[config.mk]
export PLATFORM = sky130hd
export DESIGN_NAME = hazard_ctrl
export DESIGN_NICKNAME = d
export VERILOG_FILES = /design/src/rtl/hazard_pkg.sv /design/src/rtl/md_tracker.sv /design/src/rtl/hazard_ctrl.sv
export SDC_FILE = /design/constraint.sdc
export NUM_CORES = 1
export LEC_CHECK = 0
export CELL_PAD_IN_SITES_DETAIL_PLACEMENT = 1
export CELL_PAD_IN_SITES_GLOBAL_PLACEMENT = 1
export CORE_MARGIN = 8
export CORE_UTILIZATION = 23
export DETAILED_ROUTE_END_ITERATION = 8
export GPL_TIMING_DRIVEN = 0
export PLACE_DENSITY = 0.92
export REMOVE_ABC_BUFFERS = 1
export SYNTH_ARGS = -nofsm -noshare
export SYNTH_HDL_FRONTEND = slang
export SYNTH_SLANG_ARGS = --single-unit
export TNS_END_PERCENT = 20
[constraint.sdc]
create_clock -name vclk -period 5
set_input_delay 1 -clock vclk [all_inputs]
set_output_delay 1 -clock vclk [all_outputs]
set_load 0.01 [all_outputs]
[src/rtl/hazard_pkg.sv]
// Shared encodings and the forward-select helper for the pipeline hazard unit.
package hazard_pkg;

   localparam logic [1:0] MEMTO_ALU  = 2'b00;
   localparam logic [1:0] MEMTO_LOAD = 2'b01;
   localparam logic [1:0] MEMTO_PC8  = 2'b10;

   typedef enum logic [1:0] {
      FWD_RF    = 2'd0,
      FWD_W     = 2'd1,
      FWD_ALU_M = 2'd2,
      FWD_PC8_M = 2'd3
   } fwd_sel_e;

   localparam int MULT_CYCLES = 5;
   localparam int DIV_CYCLES  = 10;

   // M beats W; a write to register 0 never matches, so r0 is never forwarded.
   function automatic logic [1:0] fwd_select(
      input logic [4:0] src,
      input logic [4:0] reg_m,
      input logic       we_m,
      input logic [1:0] memto_m,
      input logic [4:0] reg_w,
      input logic       we_w,
      input logic       allow_w
   );
      logic [1:0] sel;
      sel = FWD_RF;
      if (we_m && reg_m != 5'd0 && reg_m == src)
         sel = (memto_m == MEMTO_PC8) ? FWD_PC8_M : FWD_ALU_M;
      else if (allow_w && we_w && reg_w != 5'd0 && reg_w == src)
         sel = FWD_W;
      return sel;
   endfunction

endpackage

[src/rtl/md_tracker.sv]
// Multiply/divide occupancy counter: busy for MULT_CYCLES or DIV_CYCLES after a start edge.
module md_tracker
   import hazard_pkg::*;
(
   input  logic clk,
   input  logic reset,
   input  logic md_start_E,
   input  logic md_op_E,
   output logic md_busy
);

   logic [3:0] md_cnt_reg;

   // A start while busy simply reloads: the newest operation owns the unit.
   always_ff @(posedge clk) begin
      if (reset)
         md_cnt_reg <= 4'd0;
      else if (md_start_E)
         md_cnt_reg <= md_op_E ? 4'(DIV_CYCLES) : 4'(MULT_CYCLES);
      else if (md_cnt_reg != 4'd0)
         md_cnt_reg <= md_cnt_reg - 4'd1;
   end

   assign md_busy = (md_cnt_reg != 4'd0);

endmodule

[src/rtl/hazard_ctrl.sv]
// Pipeline hazard unit: forwarding selects, load-use/branch/MDU stalls.
// MDU tracking is built only when HAZARD_MDU_EN is defined.
module hazard_ctrl
   import hazard_pkg::*;
(
   input  logic       clk,
   input  logic       reset,
   input  logic [4:0] rs_D,
   input  logic [4:0] rt_D,
   input  logic       branch_D,
   input  logic       jr_D,
   input  logic [4:0] rs_E,
   input  logic [4:0] rt_E,
   input  logic [4:0] WriteReg_E,
   input  logic       RegWrite_E,
   input  logic [1:0] MemtoReg_E,
   input  logic [4:0] WriteReg_M,
   input  logic       RegWrite_M,
   input  logic [1:0] MemtoReg_M,
   input  logic [4:0] WriteReg_W,
   input  logic       RegWrite_W,
   input  logic       md_start_E,
   input  logic       md_op_E,
   input  logic       md_use_D,
   output logic       stall_F,
   output logic       stall_D,
   output logic       flush_E,
   output logic       md_busy,
   output logic [1:0] fwdA_D,
   output logic [1:0] fwdB_D,
   output logic [1:0] fwdA_E,
   output logic [1:0] fwdB_E
);

   logic lwstall;
   logic brstall;
   logic mdstall;
   logic any_stall;
   logic e_hit_rs, e_hit_rt, m_hit_rs, m_hit_rt;
   logic e_writes, m_loads;

`ifdef HAZARD_MDU_EN
   md_tracker u_md_tracker (
      .clk        (clk),
      .reset      (reset),
      .md_start_E (md_start_E),
      .md_op_E    (md_op_E),
      .md_busy    (md_busy)
   );
   assign mdstall = md_use_D && (md_busy || md_start_E);
`else
   logic unused_md;
   assign unused_md = ^{clk, md_start_E, md_op_E, md_use_D};
   assign md_busy   = 1'b0;
   assign mdstall   = 1'b0;
`endif

   assign e_writes = RegWrite_E && (WriteReg_E != 5'd0);
   assign m_loads  = RegWrite_M && (WriteReg_M != 5'd0) && (MemtoReg_M == MEMTO_LOAD);

   assign e_hit_rs = e_writes && (WriteReg_E == rs_D);
   assign e_hit_rt = e_writes && (WriteReg_E == rt_D);
   assign m_hit_rs = m_loads && (WriteReg_M == rs_D);
   assign m_hit_rt = m_loads && (WriteReg_M == rt_D);

   assign lwstall = (MemtoReg_E == MEMTO_LOAD) && (e_hit_rs || e_hit_rt);

   // The branch comparator sits in D, so even an ALU result still in EX is too late.
   assign brstall = (branch_D && (e_hit_rs || e_hit_rt || m_hit_rs || m_hit_rt))
                 || (jr_D && (e_hit_rs || m_hit_rs));

   assign any_stall = lwstall || brstall || mdstall;

   always_comb begin
      stall_F = 1'b0;
      stall_D = 1'b0;
      flush_E = 1'b1;
      fwdA_D  = FWD_RF;
      fwdB_D  = FWD_RF;
      fwdA_E  = FWD_RF;
      fwdB_E  = FWD_RF;
      if (!reset) begin
         stall_F = any_stall;
         stall_D = any_stall;
         flush_E = any_stall;
         fwdA_D  = fwd_select(rs_D, WriteReg_M, RegWrite_M, MemtoReg_M,
                              WriteReg_W, RegWrite_W, 1'b0);
         fwdB_D  = fwd_select(rt_D, WriteReg_M, RegWrite_M, MemtoReg_M,
                              WriteReg_W, RegWrite_W, 1'b0);
         fwdA_E  = fwd_select(rs_E, WriteReg_M, RegWrite_M, MemtoReg_M,
                              WriteReg_W, RegWrite_W, 1'b1);
         fwdB_E  = fwd_select(rt_E, WriteReg_M, RegWrite_M, MemtoReg_M,
                              WriteReg_W, RegWrite_W, 1'b1);
      end
   end

endmodule

# Yosys cells after proc, flatten, opt, wreduce, memory -nomap -nowiden

Index checks and enable logic that the tools add are counted.

Register bits after elaboration: 0
Output and inout bits: 12

Muxes and demuxes: 13
Reductions and logical operators: 26
Eq/ne operators: 11

Operators by type and width:

| operator                                      | number |
|---|---|
| == test 5 bit                                 | 8 |
| logical AND 1 bit                             | 17 |
| 2-to-1 mux 2 bit                              | 8 |
| nonzero test 5 bit                            | 3 |
| logical OR 1 bit                              | 6 |
| 2-to-1 mux 1 bit                              | 5 |
| == test 2 x 1 -> 1 bit, second input constant | 2 |
| == test 2 bit, second input constant          | 1 |

# Longest topological paths before layout

Gate-level depths: netlist (run 1).

Depth after elaboration: 10
Depth in mapped cells: 7
Gate-level depth less buffers: 5

# Worst setup path before layout (run 1)

OpenSTA, ideal clock, no wires.

Kind: input port to output port
Start point: in WriteReg_M[0]
End point: out stall_F
Arrival: 2,380 ps
Cell stages on the path: 7
Path slack: 1,620 ps
Required time: 4,000 ps
Path buffers: 2
Cell sequence: clkbuf_2 > xor2_1 > nor3_1 > nand4_1 > a211o_1 > a21oi_1 > buf_4

Cells in the longest elaborated chain, start to end: 10
Elaborated cells between the ends (all ways): 15

Ends and longest elaborated chain:

| element                        | RTL line          | text |
|---|---|---|
| from (decl)                    | hazard_ctrl.sv:17 | `input logic [4:0] WriteReg_M,` |
| nonzero test 5 bit             | hazard_ctrl.sv:59 | `assign m_loads = RegWrite_M && (WriteReg_M != 5'd0) && (MemtoReg_M == MEMTO_LOAD);` |
| logical AND 1 bit (2 in a row) | hazard_ctrl.sv:59 |  |
| logical AND 1 bit              | hazard_ctrl.sv:63 | `assign m_hit_rs = m_loads && (WriteReg_M == rs_D);` |
| logical OR 1 bit (2 in a row)  | hazard_ctrl.sv:69 | `assign brstall = (branch_D && (e_hit_rs \|\| e_hit_rt \|\| m_hit_rs \|\| m_hit_rt))` |
| logical AND 1 bit              | hazard_ctrl.sv:69 |  |
| logical OR 1 bit (*)           | hazard_ctrl.sv:70 | `\|\| (jr_D && (e_hit_rs \|\| m_hit_rs));` |
| logical OR 1 bit (*)           | hazard_ctrl.sv:72 | `assign any_stall = lwstall \|\| brstall \|\| mdstall;` |
| 2-to-1 mux 1 bit (*)           | -                 |  |
| to (decl)                      | hazard_ctrl.sv:25 | `output logic stall_F,` |

Mark *: on every way between the ends. The rest lies on a longest branch, timed or not.

# Final worst setup path (run 1)

Start point: in WriteReg_M[0]
End point: out stall_D

Cells in the longest elaborated chain, start to end: 10
Elaborated cells between the ends (all ways): 15

Ends and longest elaborated chain:

| element                        | RTL line          | text |
|---|---|---|
| nonzero test 5 bit             | hazard_ctrl.sv:59 |  |
| logical AND 1 bit (2 in a row) | hazard_ctrl.sv:59 |  |
| logical AND 1 bit              | hazard_ctrl.sv:63 |  |
| logical OR 1 bit (2 in a row)  | hazard_ctrl.sv:69 |  |
| logical AND 1 bit              | hazard_ctrl.sv:69 |  |
| logical OR 1 bit (*)           | hazard_ctrl.sv:70 |  |
| logical OR 1 bit (*)           | hazard_ctrl.sv:72 |  |
| 2-to-1 mux 1 bit (*)           | hazard_ctrl.sv:82 | `if (!reset) begin` |
| to (decl)                      | hazard_ctrl.sv:26 | `output logic stall_D,` |

Marked as above.

==> metrics.md, run 1 <==
| Metric | Value |
|---|---|
| Final Util | 41.9% |
| Vias per cell | 4.63 |
| Vias in the first global route | 982 |
| Share of cells above drive strength 1 | 2.88% |
| Status | finished clean |
| Hold Fails Final Rpt | 0 |
| CTS Hold Bufs | 0 |
| VDD IR max | 0.0000279 V |
| Synth cell types | 28 |
| GPL Wtd Cong | 0.791 |
| Crit. End Element | primary output |
| Die height | 70.6 um |
| Post-Route Setup TNS | 0 ns |
| Cell Chain, Critical Path | clkdlybuf4s50_1 > xor2_1 > nor3_1 > nand3_1 > a211o_1 > a21oi_1 > clkdlybuf4s50_1 |
| Critical path startpoint category | input pin |
| Largest net degree at the start of global routing | 11 |
| GRT Total Usage | 11.1% |
| Core Area | 2950 sq um |
| Antenna Diode Count | 0 |
| Die Width | 70.6 um |
| Fin crit share | 85.3% |
| Seq_cells | 0 |
| IO buf count | 56 |
| Wire per inst | 16.4 um |
| Leakage power | 0.390 nW |
| Post-synth top area share | 29.4% |
| Seq/Total Area, Yosys | 0% |
| Top-count cell post-synth | xnor2_1 |
| Post-cts repair resize count | 0 |
| Most frequent cells after synthesis | xnor2_1 (23), xor2_1 (17), nor3_1 (7), nand3_1 (6), nor4_1 (4) |
| WP data arrival | 3.27 ns |
| Gr ovfl total | 0 |
| Min cycle time layout | 4.27 ns |
| Routed wire length | 2830 um |
| 1st-iter DRT viols | 19 |
| Initial antenna violation count | 0 |
| Crit path max fanout | 5 |
| Slowest cell on the critical path | clkdlybuf4s50_1 |
| Synthesized cell area | 686 sq um |
| Drt pass-1 iters | 4 |
| Hold EP | flush_E |
| RSZ-0062 raised after global routing | no |
| Yosys top cell by area | xnor2_1 |
| Fillers | 369 |
| Post-synthesis mux area share | 2.92% |
| Adder-Cell Fraction of Synth Area | 0% |
| Via count | 797 |
| Register area | 0 sq um |
| Largest family of logic cells by synthesized area | XOR/XNOR gates |
| Site Rows | 20 |
| CP Class | input pin to primary output |
| Setup Viol. Count Final | 0 |
| Dpl hpwl | 2650 um |
| Post-Place Cells | 172 |
| Nets | 190 |
| Area grow syn2layout | 80.5% |
| First-pass GRT wire length | 4710 um |
| Synth top area cells | xnor2_1 (29%), xor2_1 (22%), nor3_1 (5.1%) |
| Xor/xnor share of the synthesized area | 51.1% |
| Max Clk Rate | 234 MHz |
| Mapped Avg Cell Area | 7.53 sq um |
| Slew Limit Fails | 0 |
| Most used cell along the critical path | clkdlybuf4s50_1 |
| Total die area | 4980 sq um |
| Min-Delay Startpoint | RegWrite_E |
| Yosys warnings | 0 |
| Post-route DRC | 0 |
| Cell count after synthesis | 91 |
| Max cap viols | 0 |
| Synth Area in Compound Gates | 8.76% |
| Starting density of the core | 23.2% |
| Hold Crit Class | input pin to primary output |
| Post-CTS setup repair buffer count | 0 |
| Synth Area in Simple Gates | 28.8% |
| Antenna Nets Post-Route | 0 |
| Non-Filler Instances | 172 |
| I/O pin total | 61 |
| Hold-critical path depth | 4 |
| Crit path largest cell delay | 0.58 ns |
| Critical Path RT | 4.00 ns |
| Pwr/cell area | 76.8 nW/um^2 |
| Clock buffers | 0 |
==> worst max-delay path: cells and delay by family <==
| family | cells | cell delay (ns) |
|---|---|---|
| xor+xnor | 1 | 0.26 |
| compound gates | 2 | 0.49 |
| buf+inv | 2 | 1.15 |
| simple gates | 2 | 0.36 |
==> power breakdown <==
group          switching (mW)  total [mW]  internal, mW
sequential                  0           0             0
clock                       0           0             0
combinational          0.0395      0.0950        0.0555
==> cell families after synthesis <==
| kind of cell | after synthesis |
|---|---|
| other | 1 |
| multiplexers | 2 |
| buffers and inverters | 9 |
| XOR/XNOR | 40 |
| AO/OA/AOI/OAI | 7 |
| AND/OR/NAND/NOR | 32 |
==> final cells by class <==
| class | count | area [sq um] | area share [%] |
|---|---|---|---|
| well taps | 33 | 41.3 | 3.34 |
| multi-input cells | 82 | 632 | 51.1 |
| inverters | 1 | 3.75 | 0.303 |
| repair buffers | 56 | 561 | 45.3 |
==> worst max-delay path by stage <==
| stage | end | cells after the start | from |
|---|---|---|---|
| after floorplan | stall_D | 5 | WriteReg_M[1] |
| after global placement | fwdA_E[0] | 7 | WriteReg_M[2] |
| after detailed placement | stall_D | 7 | WriteReg_M[0] |
| after CTS | stall_D | 7 | WriteReg_M[0] |
| after global routing | stall_D | 7 | WriteReg_M[0] |
| final | stall_D | 7 | WriteReg_M[0] |
==> per-stage QoR <==
step	hold WS [ns]	power [mW]	area [sq um]	worst slack (ns)
CTS	3.06	0.0956	1240	0.724
detailed placement	3.06	0.0953	1240	0.723
global placement	3.04	0.0908	1240	0.755
floorplan	2.05	0.0365	636	1.87
finish	3.05	0.0950	1240	0.734
global route	3.09	0.103	1240	0.535
==> cell usage in the layout (no fill, tap or decap), drive strengths merged <==
cell	count
o221ai	1
xnor2	23
nand3b	1
o21ai	2
nand2b	1
nand3	6
a211o	1
nor3	7
nor4	6
or4	3
mux2i	2
o2111ai	1
inv	1
nor2b	3
a21oi	1
o211ai	1
xor2	17
nand4	2
nor2	3
clkdlybuf4s50	56
conb	1
==> metal layers <==
layer | share of wire [%] | GRT usage [%]
met1 | 41 | 12.7
met2 | 52 | 21.1
met3 | 6.6 | 2.68
met4 | 0 | 0
met5 | 0 | 0
Power figures use the tool's default switching activity.
==> inputs of run 2 (changes only) <==
--- a/config.mk
+++ b/config.mk
@@ -10,10 +10,13 @@
 export CORE_MARGIN = 8
 export CORE_UTILIZATION = 23
 export DETAILED_ROUTE_END_ITERATION = 8
+export GPL_ROUTABILITY_DRIVEN = 0
 export GPL_TIMING_DRIVEN = 0
 export PLACE_DENSITY = 0.92
+export RECOVER_POWER = 50
 export REMOVE_ABC_BUFFERS = 1
 export SYNTH_ARGS = -nofsm -noshare
 export SYNTH_HDL_FRONTEND = slang
+export SYNTH_HIERARCHICAL = 1
 export SYNTH_SLANG_ARGS = --single-unit
 export TNS_END_PERCENT = 20
==> run 2 against run 1 <==
Hold slack improved by 0.056 ns. Global-route usage rose by 0.058 points. Power fell by 0.16%. Routed wire length rose by 2.8%. Worst setup slack got worse by 0.11 ns. Flip-flop and latch count did not move. Final cell count did not move. Count of clock-buffer cells in the layout did not move. Critical endpoint unchanged. Synthesized cell count did not move. Fmax fell by 2.5%. Die area did not move. Highest routed layer is now met4. Design area fell by 0.51%.
==> metrics.md, run 2 <==
| Metric | Value |
|---|---|
| Status | finished clean |
| Vias in the first global route | 988 (+0.61%) |
| Yosys warnings | 6 (+6) |
| DP Area | 1240 sq um (unchanged) |
| Via count | 825 (+3.5%) |
| RSZ-0062 raised after global routing | no |
| First-pass GRT wire length | 4660 um (-1.0%) |
| Top-count cell post-synth | xnor2_1 |
| Post-Place Cells | 172 (unchanged) |
| Combinational share of power | 100.0% (about the same) |
| Total power | 94.9 uW (-0.16%) |
| Most frequent cells after synthesis | xnor2_1 (23), xor2_1 (17), nor3_1 (7), nand3_1 (6), nor4_1 (4) |
| Clock buffers | 0 (unchanged) |
| WP data arrival | 3.37 ns (+0.10 ns) |
| Vias per cell | 4.80 (+3.5%) |
| Crit path max fanout | 5 (unchanged) |
| 1st-iter DRT viols | 30 (+11) |
| IO buf count | 56 (unchanged) |
| CTS Hold Bufs | 0 (unchanged) |
| Sequential Power Share | 0% (unchanged) |
| Critical Path RT | 4.00 ns (about the same) |
| Final Util | 41.7% (-0.21 points) |
| Total die area | 4980 sq um (unchanged) |
| Seq/Total Area, Yosys | 0% (unchanged) |
| Initial antenna violation count | 0 (unchanged) |
| Min cycle time layout | 4.37 ns (+0.108 ns) |
| Share of cells above drive strength 1 | 2.16% (-0.72 points) |
| Post-cts repair resize count | 0 (unchanged) |
| Register area | 0 sq um (unchanged) |
| Routed wire length | 2910 um (+2.8%) |
| Hold Crit Class | input pin to primary output |
| Gr ovfl total | 0 (unchanged) |
| Core Area | 2950 sq um (unchanged) |
| Pint | 55.2 uW (-0.48%) |
| Setup Viol. Count Final | 0 (unchanged) |
| Synth top area cells | xnor2_1 (29%), xor2_1 (22%), nor3_1 (5.1%) |
| Non-Filler Instances | 172 (unchanged) |
| VDD IR max | 0.0000300 V (+7.5%) |
| Commonest non-fill, non-tap cell in the layout | clkdlybuf4s50_1 |
| Crit path from | WriteReg_M[0] |
| Antenna Nets Post-Route | 0 (unchanged) |
| Yosys top cell by area | xnor2_1 |
| Starting density of the core | 23.2% (unchanged) |
| Critical path startpoint category | input pin |
| GRT Total Usage | 11.1% (+0.058 points) |
| Synthesized cell area | 686 sq um (unchanged) |
| Synth cell types | 28 (unchanged) |
| Mapped Avg Cell Area | 7.53 sq um (unchanged) |
| Footprint of the multi-input gates | 626 sq um (-0.99%) |
| Psw | 39.6 uW (+0.29%) |
| Max cap viols | 0 (unchanged) |
| WL met3 | 196 um (+4.8%) |
| Largest net degree at the start of global routing | 11 (unchanged) |
| Area grow syn2layout | 79.6% |
| CP endpoint | stall_D |
| Seq_cells | 0 (unchanged) |
| Max Clk Rate | 229 MHz (-2.5%) |
| Dpl hpwl | 2720 um (+2.4%) |
| Post-route design area | 1230 sq um (-0.51%) |
| Post-synth top area share | 29.4% (unchanged) |
| Total length of routed met2 wires | 1610 um (+9.1%) |
| Antenna Diode Count | 0 (unchanged) |
| CP Class | input pin to primary output |
| Fin crit share | 87.5% (+2.2 points) |
| Post-CTS setup repair buffer count | 0 (unchanged) |
| Die height | 70.6 um (unchanged) |
| Cell count after synthesis | 91 (unchanged) |
| Site Rows | 20 (unchanged) |
| Nets | 190 (unchanged) |
| Crit. End Element | primary output |
| Highest metal used | met4 |
| Drt pass-1 iters | 2 (-2) |
| Hold Fails Final Rpt | 0 (unchanged) |
| Switch share | 41.8% (+0.19 points) |
| M1 WL | 1080 um (-7.5%) |
| Clock power share | 0% (unchanged) |
| Post-Route Setup TNS | 0 ns (unchanged) |
| Pwr/cell area | 77.1 nW/um^2 (+0.35%) |
| Leakage power | 0.400 nW (+2.7%) |
| Post-route DRC | 0 (unchanged) |
| Fillers | 381 (+3.3%) |
| Slew Limit Fails | 0 (unchanged) |
| Die Width | 70.6 um (unchanged) |
| I/O pin total | 61 (unchanged) |
| Most frequent cells in the layout | clkdlybuf4s50_1 (52), xnor2_1 (23), xor2_1 (17), nor3_1 (7), nand3_1 (6) |
| Wire per inst | 16.9 um (+2.8%) |
[run 2: cell counts after synthesis]
Identical to the previous run, type by type.
[run 2: critical path, stage by stage]
cell	delay [ns]
dlygate4sd3_1	0.68
xor2_1	0.22
nor3_1	0.26
nand4_1	0.13
a211o_1	0.32
a21oi_1	0.18
clkdlybuf4s50_1	0.58
[run 2: worst min path at each step]
stage | cells after the start | end | slack, ns | startpoint
5_1_grt | 4 | flush_E | 3.15 | RegWrite_E
4_1_cts | 4 | fwdA_D[0] | 3.07 | MemtoReg_M[1]
6_report | 4 | fwdB_D[1] | 3.11 | RegWrite_M
3_5_place_dp | 4 | fwdA_D[0] | 3.06 | MemtoReg_M[1]
2_1_floorplan | 1 | fwdA_E[1] | 2.05 | reset
3_3_place_gp | 4 | fwdB_D[0] | 3.04 | MemtoReg_M[1]
[run 2: stage by stage]
step	setup WS, ns	hold slack, ns
global route	0.515	3.15
global placement	0.755	3.04
CTS	0.676	3.07
finish	0.627	3.11
detailed placement	0.675	3.06
floorplan	1.87	2.05
[run 2: layout make-up]
class | instances | area share (%)
inverters | 1 | 0.305
well taps | 33 | 3.35
repair buffers | 56 | 45.5
multi-input cells | 82 | 50.8
[run 2: power by group through the flow]
| stage | registers, mW | clock network [mW] | logic [mW] |
|---|---|---|---|
| floorplan | 0 | 0 | 0.0365 |
| global route | 0 | 0 | 0.102 |
| global placement | 0 | 0 | 0.0907 |
| finish | 0 | 0 | 0.0949 |
| CTS | 0 | 0 | 0.0960 |
| detailed placement | 0 | 0 | 0.0956 |
[run 2: metal layers]
layer | track usage (%) | vias to the layer above
li1 | - | 411
met1 | 11.2 | 382
met2 | 22.5 | 28
met3 | 2.82 | 4
met4 | 1.62 | 0
met5 | 0 | -
[run 2: cell families (layout without fill, tap and decap cells)]
kind of cell	count (synthesis)	after routing	synth area share (%)
multiplexers	2	2	2.92
other	1	1	0.547
AND/OR/NAND/NOR	32	32	28.8
AO/OA/AOI/OAI	7	7	8.76
XOR/XNOR	40	40	51.1
buffers and inverters	9	57	7.84
